## src/rtl/mp_add_pkg.sv

```systemverilog
// Shared types and sizing helpers for the multi-precision slice adder.
package mp_add_pkg;

  typedef enum logic [1:0] {
    IDLE = 2'd0,
    RUN  = 2'd1,
    DONE = 2'd2
  } state_t;

  function automatic int op_w(input int slice_w, input int num_slices);
    return slice_w * num_slices;
  endfunction

  // Slice counter width; a single-slice build still needs one bit.
  function automatic int idx_w(input int num_slices);
    return (num_slices <= 1) ? 1 : $clog2(num_slices);
  endfunction

endpackage

```

## src/rtl/mp_add_slice.sv

```systemverilog
// Combinational SLICE_W-bit ripple-carry slice built from full-adder equations.
module mp_add_slice #(
  parameter int SLICE_W = 4
) (
  input  logic [SLICE_W-1:0] a,
  input  logic [SLICE_W-1:0] b,
  input  logic               cin,
  output logic [SLICE_W-1:0] sum,
  output logic               cout
);

  logic [SLICE_W:0] c;

  assign c[0] = cin;

  for (genvar i = 0; i < SLICE_W; i++) begin : g_fa
    assign sum[i]   = a[i] ^ b[i] ^ c[i];
    assign c[i+1]   = (a[i] & b[i]) | (c[i] & (a[i] ^ b[i]));
  end

  assign cout = c[SLICE_W];

endmodule

```

## src/rtl/mp_add_sequencer.sv

```systemverilog
// Multi-cycle adder: steps one ripple slice across the operands, LS slice first.
// Optional subtract mode (port op) is enabled by defining MP_ADD_SUB_EN.
module mp_add_sequencer
  import mp_add_pkg::*;
#(
  parameter int SLICE_W    = 4,
  parameter int NUM_SLICES = 4,
  localparam int OP_W      = op_w(SLICE_W, NUM_SLICES)
) (
  input  logic            clk,
  input  logic            rst,
  input  logic            in_valid,
  output logic            in_ready,
  input  logic [OP_W-1:0] a,
`ifdef MP_ADD_SUB_EN
  input  logic            op,
`endif
  input  logic [OP_W-1:0] b,
  input  logic            cin,
  output logic            out_valid,
  input  logic            out_ready,
  output logic [OP_W-1:0] sum,
  output logic            cout,
  output logic            busy
);

  localparam int IDX_W = idx_w(NUM_SLICES);
  localparam logic [IDX_W-1:0] LAST_IDX = IDX_W'(NUM_SLICES - 1);

  state_t           state;
  logic [IDX_W-1:0] idx;
  logic             carry;
  logic [OP_W-1:0]  a_q;
  logic [OP_W-1:0]  b_q;

  logic [SLICE_W-1:0] a_sl;
  logic [SLICE_W-1:0] b_sl;
  logic [SLICE_W-1:0] s_sl;
  logic               c_sl;

  assign a_sl = a_q[idx*SLICE_W +: SLICE_W];
  assign b_sl = b_q[idx*SLICE_W +: SLICE_W];

  mp_add_slice #(
    .SLICE_W (SLICE_W)
  ) u_slice (
    .a    (a_sl),
    .b    (b_sl),
    .cin  (carry),
    .sum  (s_sl),
    .cout (c_sl)
  );

  always_ff @(posedge clk or posedge rst) begin
    if (rst) begin
      state     <= IDLE;
      idx       <= '0;
      carry     <= 1'b0;
      a_q       <= '0;
      b_q       <= '0;
      sum       <= '0;
      cout      <= 1'b0;
      out_valid <= 1'b0;
      busy      <= 1'b0;
      in_ready  <= 1'b1;
    end else begin
      case (state)
        IDLE: begin
          if (in_valid) begin
            a_q <= a;
`ifdef MP_ADD_SUB_EN
            // Two's-complement subtract: invert b and inject the +1 as carry-in.
            b_q   <= op ? ~b : b;
            carry <= op ? 1'b1 : cin;
`else
            b_q   <= b;
            carry <= cin;
`endif
            idx      <= '0;
            sum      <= '0;
            in_ready <= 1'b0;
            busy     <= 1'b1;
            state    <= RUN;
          end
        end
        RUN: begin
          sum[idx*SLICE_W +: SLICE_W] <= s_sl;
          carry <= c_sl;
          if (idx == LAST_IDX) begin
            // idx parks on the last slice rather than wrapping.
            cout      <= c_sl;
            out_valid <= 1'b1;
            state     <= DONE;
          end else begin
            idx <= idx + IDX_W'(1);
          end
        end
        DONE: begin
          if (out_ready) begin
            out_valid <= 1'b0;
            busy      <= 1'b0;
            in_ready  <= 1'b1;
            state     <= IDLE;
          end
        end
        default: begin
          out_valid <= 1'b0;
          busy      <= 1'b0;
          in_ready  <= 1'b1;
          state     <= IDLE;
        end
      endcase
    end
  end

endmodule

```

## config.mk

```make
export PLATFORM = sky130hd
export DESIGN_NAME = mp_add_sequencer
export DESIGN_NICKNAME = d
export VERILOG_FILES = /design/src/rtl/mp_add_pkg.sv /design/src/rtl/mp_add_slice.sv /design/src/rtl/mp_add_sequencer.sv
export SDC_FILE = /design/constraint.sdc
export NUM_CORES = 1
export LEC_CHECK = 0
export BUFFER_PORTS_ARGS = -buffer_cell sky130_fd_sc_hd__buf_2
export CAP_MARGIN = 20
export CORE_UTILIZATION = 49
export DETAILED_ROUTE_END_ITERATION = 8
export PLACE_DENSITY_LB_ADDON = 0.2
export SKIP_LAST_GASP = 1
export SYNTH_ARGS = -nofsm -noshare
export SYNTH_HDL_FRONTEND = slang
export SYNTH_SLANG_ARGS = --single-unit
```

## constraint.sdc

```tcl
create_clock -name clk -period 2.7 [get_ports clk]
set_input_delay 0.54 -clock clk [delete_from_list [all_inputs] [get_ports clk]]
set_output_delay 0.54 -clock clk [all_outputs]
set_load 0.02 [all_outputs]
```

Yosys cells after proc, flatten, opt, wreduce, memory -nomap -nowiden
Index checks and enable logic that the tools add are counted.

cells by class
  $add $sub $neg = 2
  shift-type cells = 4
  $mul = 0
  order comparisons = 0
  bitwise operators = 22
  reduce and logical (&&, ||, !) cells = 9
  multiplexer cells = 20
  eq/ne operators = 7
  div/mod/pow operators = 0

operators by type and width
  operator                 count
  $neg 4->34               1
  $shift 4x34->16 const A  1
  $shiftx 4x34->16         1
  $pmux 16 s2              1
  $shiftx 16x5->4          2
  $bwmux 16                1
  $mux 16                  1
  $reduce_and 3->1         4
  $mux 2                   5
  $pmux 1 s3               3
  $and 1x1->1              8
  $ne 2x2->1 const B       4
  $xor 1x1->1              8
  $mux 1                   6
  $pmux 2 s3               1
  $reduce_and 2->1         3
  $eq 2x2->1 const B       2
  $or 1x1->1               4
  $pmux 2 s2               1
  $add 2x1->2 const B      1
  $eq 2x1->1 const B       1
  $logic_not 2->1          1
  $not 1->1                2
  $pmux 1 s2               1
  $reduce_bool 2->1        1

word-level totals
  input port bits = 37
  bits in writable memories = 0
  word-level logic and storage cells = 74
  memories kept = 0
  output and inout bits = 20
  bits in registers = 57
  latch bits = 0
  bits in read-only memories = 0

Longest topological paths before layout
  depth in word-level cells = 12
  depth in mapped cells = 12
  mapped depth without buffers = 11

Hierarchy
A second synthesis with hierarchy kept.

second synthesis, totals
  cell total of the unflattened synthesis = 191
  area total of the unflattened synthesis = 2,785.2 um^2

by module, submodules not included
  module            instances  area an instance (um^2)  cells an instance  sequential area each (um^2)
  mp_add_sequencer  1          2,667.6                  177                1,427.6
  mp_add_slice      1          117.6                    14                 0.0

Worst setup path after synthesis
No wires, ideal clock.

  kind = flip-flop to flip-flop
  start = register idx[1]
  end = register sum[11]
  stages on the path, launching flop included = 12
  clock period less this slack = 2.820 ns
  arrival time = 2.699 ns
  library setup time = 0.121 ns
  slack = -0.120 ns
  data required time = 2.579 ns
  buffers on the path = 1
  cell sequence = dfrtp_1 clkbuf_1 mux4_2 inv_1 fa_1 inv_1 fa_1 inv_1 fa_1 inv_1 fa_1 a22o_1

between the ends
  cells in the longest elaborated chain, start to end = 12
  elaborated cells between the ends (all ways) = 24
  those cells by class = add/sub: 1; shift: 4; mux: 2; bitwise: 17

RTL lines
  item                                RTL line                                        source
  start, declared                     mp_add_sequencer.sv:31                          logic [IDX_W-1:0] idx;
  start signal, assigned              mp_add_sequencer.sv:95                          idx <= idx + IDX_W'(1);
  $shiftx 16x5->4 (on tied branches)  mp_add_sequencer.sv:41, mp_add_sequencer.sv:42
  $xor 1x1->1                         mp_add_slice.sv:17, mp_add_slice.sv:18
  $and 1x1->1                         mp_add_slice.sv:18                              assign c[i+1] = (a[i] & b[i]) | (c[i] & (a[i] ^ b[i]));
  $or 1x1->1                          mp_add_slice.sv:18
  $and 1x1->1                         mp_add_slice.sv:18
  $or 1x1->1                          mp_add_slice.sv:18
  $and 1x1->1                         mp_add_slice.sv:18
  $or 1x1->1                          mp_add_slice.sv:18
  $xor 1x1->1                         mp_add_slice.sv:17                              assign sum[i] = a[i] ^ b[i] ^ c[i];
  $shiftx 4x34->16                    mp_add_sequencer.sv:87                          sum[idx*SLICE_W +: SLICE_W] <= s_sl;
  $bwmux 16 *                         mp_add_sequencer.sv:87
  $pmux 16 s2 *                       mp_add_sequencer.sv:67                          case (state)
  end signal, assigned by index       mp_add_sequencer.sv:87
  end, declared                       mp_add_sequencer.sv:22                          output logic [OP_W-1:0] sum,

Every way passes the cells marked *; elsewhere a longest branch is shown, timed or not.
A chain may end at the register's enable or synchronous reset.

Final worst setup path
  start = register idx[0]
  end = register sum[11]

Same word-level chain as after synthesis.

==> impl_metrics.json <==
{
  "outcome": "completed",
  "worst_slew_pin_slew_ns": 0.599,
  "io_buffer_count": 56,
  "r2r_start": "idx[0]$_DFFE_PP0P_",
  "die_w_um": 77.7,
  "fin_tns_setup_ns": 0,
  "ys_warn_count": 0,
  "cts-buffers-inserted": 9,
  "drv_slew": 0,
  "grt_pass1_wl_mm": 8.76,
  "multiInputGateArea_um2": 1250,
  "drt_iter0_drc": 123,
  "cts-root-buf": "clkbuf_8",
  "vias": 1748,
  "rows": 27,
  "drc": 0,
  "cts.sinks": 57,
  "crit_path_end_kind": "flip-flop",
  "post-route-period-util_pct": 97.2,
  "met1_length_mm": 2.40,
  "leakagePower_nw": 1.65,
  "route.met3.wl_um": 227,
  "antenna_cells": 0,
  "top_layer_used": "met4",
  "cts_tree": "built",
  "holdWs_ns": 0.257,
  "critPathLaunchType": "flip-flop",
  "start_util_pct": 51.1,
  "power_density_nw_per_um2": 1410,
  "hpwl_mm": 3.64,
  "wl_met2_mm": 2.36,
  "synth_seq_cells": 57,
  "syn_area_um2": 2810,
  "synth_cells": 191,
  "crit_start": "idx[0]$_DFFE_PP0P_",
  "slowest_stage": "fa_2",
  "clk_path_buf_depth": 2,
  "required_ns": 2.93,
  "setup-violations-final": 0,
  "ios": 57,
  "maxSlewHeadroom_pct": 60.0,
  "fmax_mhz": 381,
  "fin_crit_ns": 2.62,
  "coreArea_um2": 5510,
  "final_util_pct": 61.2,
  "min_path_type": "input pin to async pin",
  "critPathArrivalTime_ns": 2.86,
  "gr-total-overflow": 0,
  "hold_buffers": 0,
  "reg2reg_setup_slack_ns": 0.08,
  "grt_max_degree": 33,
  "place.gp.congestion": 0.777,
  "cts_max_level": 3,
  "drt-total-wl_mm": 5.12,
  "vdd_ir_drop_max_mv": 0.648,
  "crit_chain": "mux4_2 > inv_2 > fa_2 > inv_2 > fa_2 > inv_2 > fa_2 > inv_2 > fa_2 > a22o_1",
  "rsz0062_at_grt": "yes",
  "grt_use_total_pct": 19.7,
  "clk_pin_slew_ns": 0.07,
  "num-nets-final": 301,
  "grt_pass1_vias": 1762,
  "path_max_fanout": 4,
  "finClkSkew_ns": 0.00764,
  "synthToLayoutAreaGrowth_pct": 19.8,
  "first_pass_iters": 4,
  "antenna_found_initial": 0,
  "clk-insertion-delay-late_ns": 0.34,
  "syn-num-nets": 237,
  "die_area_um2": 6040,
  "drive_gt1_share_pct": 51.9,
  "max_stage_delay_ns": 0.47,
  "avgSynthCellArea_um2": 14.7,
  "wire_per_inst_um": 15.4,
  "ys_types": 34,
  "fillCellCount": 429,
  "drtAntennaViolNets": 0,
  "final_hold_viol_count": 0,
  "vias_per_cell": 5.27,
  "ff_latch_area_um2": 1430,
  "maxCapViolCount": 0,
  "crit_type": "flip-flop to flip-flop",
  "die_h_um": 77.7,
  "yosysSeqAreaShare_pct": 50.8
}
-- worst max-delay path: cells and delay by family (launching register included) --
kind / cells / cell delay (ns)
fa+ha+maj: 4 / 1.32
flops: 1 / 0.44
mux: 1 / 0.34
compound gates: 1 / 0.22
buf+inv: 4 / 0.20
-- report_power, final --
group          total (mW)  internal [mW]  switching [mW]
clock               0.809          0.452           0.357
combinational        2.40           1.27            1.13
sequential           1.55           1.26           0.292
total                4.76           2.98            1.78
-- routing by layer --
layer	vias to the layer above	global-route usage, %
li1	814	-
met1	876	27.5
met2	48	28.5
met3	10	4.35
met4	0	11.3
met5	-	0
-- sequential cells by signal, summed over array words and instances (netlist names) --
register,cells
carry,1
state,2
sum,16
a_q,16
idx,2
b_q,16
busy,1
in_ready,1
cout,1
out_valid,1
-- final timing paths --
path	to	cells after the start
setup / recovery	sum[11]$_DFFE_PP0P_	10
hold / removal	sum[13]$_DFFE_PP0P_	2
setup reg to reg	sum[11]$_DFFE_PP0P_	10
hold reg to reg	sum[6]$_DFFE_PP0P_	1
max in group asynchronous	in_ready$_DFFE_PP1P_	3
min in group clk	b_q[4]$_DFFE_PP0P_	2
-- layout by cell type (no fill, tap or decap), types with 7 or more instances in the layout --
cell       instances
clkbuf_8          10
inv_1              7
mux2_4            30
buf_2             56
mux4_2             8
a22o_1            11
o2bb2ai_1          8
nand2_1            8
dfrtp_1           55
-- through the flow --
step / instances / total power, mW / cell area [um2] / setup WS [ns]
after floorplan: 191 / 3.33 / 2820 / -0.0613
after global placement: 316 / 3.88 / 3160 / 0.0325
after detailed placement: 316 / 3.90 / 3160 / -0.0101
after CTS: 332 / 4.79 / 3360 / 0.00969
after global routing: 332 / 5.11 / 3370 / -0.0240
final: 332 / 4.76 / 3370 / 0.0754
-- cell usage after synthesis --
library cell   n  share of area, %
nor2b_4        1              0.49
nor2b_2        1              0.31
mux4_2         8               6.4
o21ai_0        3              0.53
o21bai_1       1              0.27
dfstp_2        1              0.93
dfrtp_1       56                50
inv_1         13               1.7
and4bb_2       1              0.44
o2bb2ai_1      8               2.5
and2b_1        1              0.27
buf_12         3               2.1
clkbuf_1       2              0.27
buf_4          2              0.53
and4_1         1              0.31
mux2_2         4               1.6
a21oi_1        4              0.71
nor2_1         6              0.80
buf_2          1              0.18
and3b_1        2              0.62
o22a_1         1              0.31
fa_1           4               2.8
nand4_1        1              0.22
buf_6          1              0.40
a21o_1         4               1.1
nand3_1        2              0.36
nand2_1        8               1.1
a22o_1        11               3.4
nand3b_1       1              0.27
o22ai_1        1              0.22
and3_1         2              0.44
mux2_4        30                16
ha_1           5               2.2
nand2b_1       1              0.22
-- cell families after synthesis --
kind of cell	share of synthesized area, %
simple gates	5.83
fa+ha+maj	5.07
mux	24.0
flops	50.8
buf+inv	5.25
compound gates	9.03
-- final cells by class --
type	instances	share of cell area [%]
repair buffers	62	10.4
clock inverters	6	1.97
well taps	72	2.67
inverters	13	1.45
multi-input cells	112	37.0
clock buffers	10	4.09
flip-flops and latches	57	42.4
-- repair_timing --
| action | CTS | global route |
|---|---|---|
| setup endpoints to repair | 4 | 6 |
| pin swaps | 3 | 6 |
| gates resized for setup | 4 | 4 |
| buffers inserted | 1 | 0 |
| endpoints found under the hold margin | 0 | 0 |
No activity file was read; power rests on OpenSTA's default activity.
